[src/rtl/id_issue_control.sv]
// ID-stage issue control: decodes the IF/ID word into the EX control bundle,
// inserts load-use bubbles, squashes wrong-path fetches after a redirect.
module id_issue_control #(
  parameter int FLUSH_DEPTH = 2,
  parameter int CNT_W       = 16
) (
  input  logic             clk,
  input  logic             reset,
  input  logic [31:0]      instr,
  input  logic             ex_mem_read,
  input  logic [4:0]       ex_rt,
  input  logic             ex_redirect,
  output logic             RegDst,
  output logic [3:0]       ALUOp,
  output logic             ALUSrc,
  output logic [1:0]       Jump,
  output logic             J_Jump,
  output logic             pc_write,
  output logic             ifid_write,
  output logic             ifid_flush,
  output logic             illegal,
  output logic [CNT_W-1:0] stall_cnt,
  output logic [CNT_W-1:0] flush_cnt
);

  localparam logic [1:0] S_RUN   = 2'd0;
  localparam logic [1:0] S_STALL = 2'd1;
  localparam logic [1:0] S_FLUSH = 2'd2;
  localparam logic [2:0] REM_LOAD = 3'(FLUSH_DEPTH - 1);

  logic [1:0] state, state_nxt;
  logic [2:0] rem, rem_nxt;
  logic       stall_inc, flush_inc;

  logic [5:0] op, funct;
  logic [4:0] rs, rt;
  logic       d_regdst, d_alusrc, d_jj, d_illegal, rt_src, hazard;
  logic [3:0] d_aluop;
  logic [1:0] d_jump;
  logic       unused_instr_bits;

  assign op    = instr[31:26];
  assign rs    = instr[25:21];
  assign rt    = instr[20:16];
  assign funct = instr[5:0];
  assign unused_instr_bits = ^instr[15:6];

  always_comb begin
    d_regdst  = 1'b0;
    d_aluop   = 4'b0000;
    d_alusrc  = 1'b0;
    d_jump    = 2'b00;
    d_jj      = 1'b0;
    d_illegal = 1'b0;
    rt_src    = 1'b0;
    case (op)
      6'h00: begin
        d_regdst = 1'b1;
        d_aluop  = 4'b0010;
        rt_src   = 1'b1;
        if (funct == 6'h08) d_jump = 2'b11;
      end
      6'h08:        begin d_aluop = 4'b0000; d_alusrc = 1'b1; end
      6'h0C:        begin d_aluop = 4'b0011; d_alusrc = 1'b1; end
      6'h0D:        begin d_aluop = 4'b0100; d_alusrc = 1'b1; end
      6'h0A:        begin d_aluop = 4'b0101; d_alusrc = 1'b1; end
      6'h23:        begin d_aluop = 4'b0000; d_alusrc = 1'b1; end
      6'h2B:        begin d_aluop = 4'b0000; d_alusrc = 1'b1; rt_src = 1'b1; end
      6'h04:        begin d_aluop = 4'b0001; d_jump = 2'b01; rt_src = 1'b1; end
      6'h05:        begin d_aluop = 4'b0001; d_jump = 2'b10; rt_src = 1'b1; end
      6'h02:        d_jj = 1'b1;
      default:      d_illegal = 1'b1;
    endcase
  end

  // lw does not read rt, so only real rt consumers are compared against ex_rt
  assign hazard = ex_mem_read && (ex_rt != 5'd0) &&
                  ((ex_rt == rs) || (rt_src && (ex_rt == rt)));

  always_comb begin
    RegDst     = 1'b0;
    ALUOp      = 4'b0000;
    ALUSrc     = 1'b0;
    Jump       = 2'b00;
    J_Jump     = 1'b0;
    pc_write   = 1'b0;
    ifid_write = 1'b0;
    ifid_flush = 1'b0;
    illegal    = 1'b0;
    state_nxt  = state;
    rem_nxt    = rem;
    stall_inc  = 1'b0;
    flush_inc  = 1'b0;
    if (reset) begin
      state_nxt = S_RUN;
    end else if (ex_redirect) begin
      pc_write   = 1'b1;
      ifid_write = 1'b1;
      ifid_flush = 1'b1;
      flush_inc  = 1'b1;
      state_nxt  = (FLUSH_DEPTH > 1) ? S_FLUSH : S_RUN;
      rem_nxt    = (FLUSH_DEPTH > 1) ? REM_LOAD : 3'd0;
    end else begin
      case (state)
        S_RUN, S_STALL: begin
          illegal = d_illegal;
          if (state == S_RUN && hazard) begin
            stall_inc = 1'b1;
            state_nxt = S_STALL;
          end else begin
            RegDst     = d_regdst;
            ALUOp      = d_aluop;
            ALUSrc     = d_alusrc;
            Jump       = d_jump;
            J_Jump     = d_jj;
            pc_write   = 1'b1;
            ifid_write = 1'b1;
            state_nxt  = S_RUN;
          end
        end
        S_FLUSH: begin
          pc_write   = 1'b1;
          ifid_write = 1'b1;
          ifid_flush = 1'b1;
          if (rem <= 3'd1) begin
            state_nxt = S_RUN;
            rem_nxt   = 3'd0;
          end else begin
            rem_nxt = rem - 3'd1;
          end
        end
        default: state_nxt = S_RUN;
      endcase
    end
  end

  always_ff @(posedge clk) begin
    if (reset) begin
      state     <= S_RUN;
      rem       <= 3'd0;
      stall_cnt <= '0;
      flush_cnt <= '0;
    end else begin
      state <= state_nxt;
      rem   <= rem_nxt;
      if (stall_inc && stall_cnt != '1) stall_cnt <= stall_cnt + 1'b1;
      if (flush_inc && flush_cnt != '1) flush_cnt <= flush_cnt + 1'b1;
    end
  end

endmodule
[config.mk]
export PLATFORM = sky130hd
export DESIGN_NAME = id_issue_control
export DESIGN_NICKNAME = d
export VERILOG_FILES = /design/src/rtl/id_issue_control.sv
export SDC_FILE = /design/constraint.sdc
export NUM_CORES = 1
export LEC_CHECK = 0
export BUFFER_PORTS_ARGS = -buffer_cell sky130_fd_sc_hd__buf_2
export CAP_MARGIN = 20
export CORE_MARGIN = 3
export CORE_UTILIZATION = 52
export CTS_CLUSTER_DIAMETER = 50
export DETAILED_ROUTE_END_ITERATION = 7
export GPL_TIMING_DRIVEN = 0
export MAX_ROUTING_LAYER = met4
export PLACE_DENSITY = 0.9
export SETUP_SLACK_MARGIN = 0.15
export SYNTH_ARGS = -nofsm -noshare
export SYNTH_HDL_FRONTEND = slang
export SYNTH_SLANG_ARGS = --single-unit
[constraint.sdc]
create_clock -name clk -period 5.2 [get_ports clk]
set_clock_uncertainty 0.2 [all_clocks]
set_input_delay 1.04 -clock clk [delete_from_list [all_inputs] [get_ports clk]]
set_output_delay 1.04 -clock clk [all_outputs]
set_load 0.01 [all_outputs]
==> flow_metrics.py <==
metrics = {
    "sta": {
        "hold_violations": 0,
        "relSlewSlack": 0.621,
        "setup_viol": 0,
        "min_period_ps": 4090,
        "slew_violations": 0,
        "fmax_ghz": 0.244,
        "tightestPinTransition_ps": 566,
        "grt_setup_unrepaired": "no",
        "post-route-period-util": 0.787,
        "fin_setup_tns_ps": 0,
    },
    "floorplanning": {
        "die_h_um": 70.9,
        "core-area_um2": 3850,
        "rows": 22,
        "initial_utilization": 0.569,
        "ios": 86,
        "dieArea_um2": 5030,
        "die_x_um": 70.9,
    },
    "critical_path": {
        "crit_fanout": 7,
        "start_kind": "input port",
        "path_class": "input port to output pin",
        "cp.required_ps": 3960,
        "endpoint_kind": "output pin",
        "cp.arrival_ps": 2850,
    },
    "final_layout": {
        "antennaDiodeCount": 0,
        "nets": 399,
        "fin_area_um2": 2730,
        "final_core_util": 0.708,
        "stdcell_count": 403,
        "area_delta_synth_final_pct": 24.5,
        "layout-drive-gt1-share": 0.265,
    },
    "global_routing": {
        "grt_pass1_wl_um": 9360,
        "overflow": 0,
        "grt_pass1_vias": 2132,
        "grt.total_usage": 0.229,
        "antenna_found_initial": 0,
        "grt_max_degree": 12,
    },
    "run_status": {
        "status": "completed",
    },
    "drt": {
        "totalWireLength_um": 5540,
        "route.detailed.drc": 0,
        "dr.first_iter.drc_count": 161,
        "drtAntennaViolNets": 0,
        "vias": 2336,
        "first_pass_iters": 4,
        "avgRoutedWirePerCell_um": 13.7,
        "vias_per_cell": 5.80,
    },
    "clock_network": {
        "cts_tree": "done",
        "clkTransAtPathRegs_ps": 70,
        "cts_buffer_depth": 2,
        "insertion_delay_ps": 290,
        "htreeDepth": 2,
        "hold_buffers": 0,
        "clockRootBuffer": "clkbuf_8",
        "cts_made_buffers": 5,
        "cts_resized": 0,
        "clock_sinks": 37,
        "postCtsSetupBuffers": 0,
    },
    "logic_synthesis": {
        "synth_edf_count": 0,
        "synth.distinct_cells": 49,
        "yosys_register_bits": 37,
        "synth_area_per_cell_um2": 7.98,
        "ys_seq_area_frac": 0.338,
        "synth.cell_area_um2": 2190,
        "synth.most_common_cell": "dfxtp_1",
        "synth_ff_type": "dfxtp_1",
        "synth.top_cells.by_count": "dfxtp_1, nor2_1, a21oi_1",
        "yosysWarnings": 0,
        "async_reset_ff_frac": 0,
        "syn_nets": 320,
        "synth_top_cell_area_share": 0.338,
        "synth_area_leader_cell": "dfxtp_1",
        "syn_inst": 275,
        "synth_area_leaders": "dfxtp_1, xor2_1, nor2_1",
    },
    "power": {
        "power_density_nw_per_um2": 226,
        "leakage_nw": 1.15,
        "peakVddDrop_mv": 0.149,
    },
    "min_path": {
        "min-delay-path-class": "flip-flop to flip-flop",
    },
    "placed_design": {
        "dp.cells": 395,
        "io_buffers": 72,
        "postPlaceCellArea_um2": 2610,
        "dp_hpwl_um": 4180,
        "gp_congestion": 0.881,
    },
    "run": {
        "drv_cap": 0,
    },
}
==> critical path: stages <==
cell and delay (ps):
buf_2 130, nor2b_1 160, o32ai_2 280, nor4b_4 300, nor2_1 130, o211ai_1 510
nor3_1 130, buf_2 160
==> kinds of logic after synthesis <==
group	count (synthesis)	synth area share
compound gates	58	0.169
xor+xnor	26	0.104
fa+ha+maj	4	0.0228
buf+inv	21	0.0473
flops	37	0.338
mux	2	0.00913
other cells	1	0.00171
simple gates	126	0.309
==> cell type report <==
cell class                 count  area, µm²
multi-input combinational    217       1350
fill                         321       1120
sequential                    37        741
timing repair buffer          72        360
clock buffer                   7       86.3
buffer                        12       70.1
tap                           48       60.1
inverter                       9       33.8
clock inverter                 1       30.0
==> placed cells by master (no fill, tap or decap), types with 3 or more instances in the layout <==
cell type  synthesis  final
clkbuf_8           0      6
or4_1              6      6
nor2b_1            3      3
a31oi_1            3      3
nor3_1            12     12
ha_1               4      4
a21oi_1           23     23
nor2_1            32     32
o21ai_1            5      5
or3_1              8      8
a211oi_1           3      3
xnor2_1           11     11
nand4_1            7      7
clkbuf_1           4      5
buf_2              2     74
dfxtp_1           37     37
xor2_1            15     15
and4_1             4      4
o211ai_1           3      3
inv_1              9      9
o31ai_1            6      6
nor4_1             4      4
nand3_1           15     15
o21ai_0            5      5
nand2_1           18     18
and3_1             6      6
==> power breakdown <==
part | switching (mW) | total, mW | internal (mW) | leakage (nW)
registers | 0.00355 | 0.289 | 0.286 | 0.299
clock network | 0.103 | 0.259 | 0.156 | 0.0585
logic | 0.0392 | 0.0691 | 0.0299 | 0.789
total | 0.146 | 0.618 | 0.472 | 1.15
==> sequential cells by signal, indices dropped and copies added, names as in the netlist <==
name,count
stall_cnt,16
state,2
rem,3
flush_cnt,16
==> final timing paths <==
| check | startpoint | depth (start not counted) | end | slack, ps |
|---|---|---|---|---|
| worst max register to register | stall_cnt[0]$_SDFFE_PP0P_ | 9 | stall_cnt[9]$_SDFFE_PP0P_ | 2790 |
| worst min-delay path | stall_cnt[8]$_SDFFE_PP0P_ | 2 | stall_cnt[8]$_SDFFE_PP0P_ | 320 |
| worst max-delay path | instr[26] | 8 | ALUOp[1] | 1110 |
| worst min register to register | stall_cnt[8]$_SDFFE_PP0P_ | 2 | stall_cnt[8]$_SDFFE_PP0P_ | 320 |
==> stage by stage <==
stage / hold WS (ps) / total power, mW / setup slack [ps]
2_1_floorplan: 290 / 0.338 / 1310
3_5_place_dp: 308 / 0.365 / 1110
6_report: 319 / 0.618 / 1110
5_1_grt: 351 / 0.640 / 832
3_3_place_gp: 295 / 0.363 / 1150
4_1_cts: 318 / 0.622 / 1090
==> routing by layer <==
layer,share of wire,global-route usage
met1,0.40,0.267
met2,0.51,0.386
met3,0.067,0.0511
met4,0.020,0.0772
met5,0,-
(Power assumes the default switching activity.)
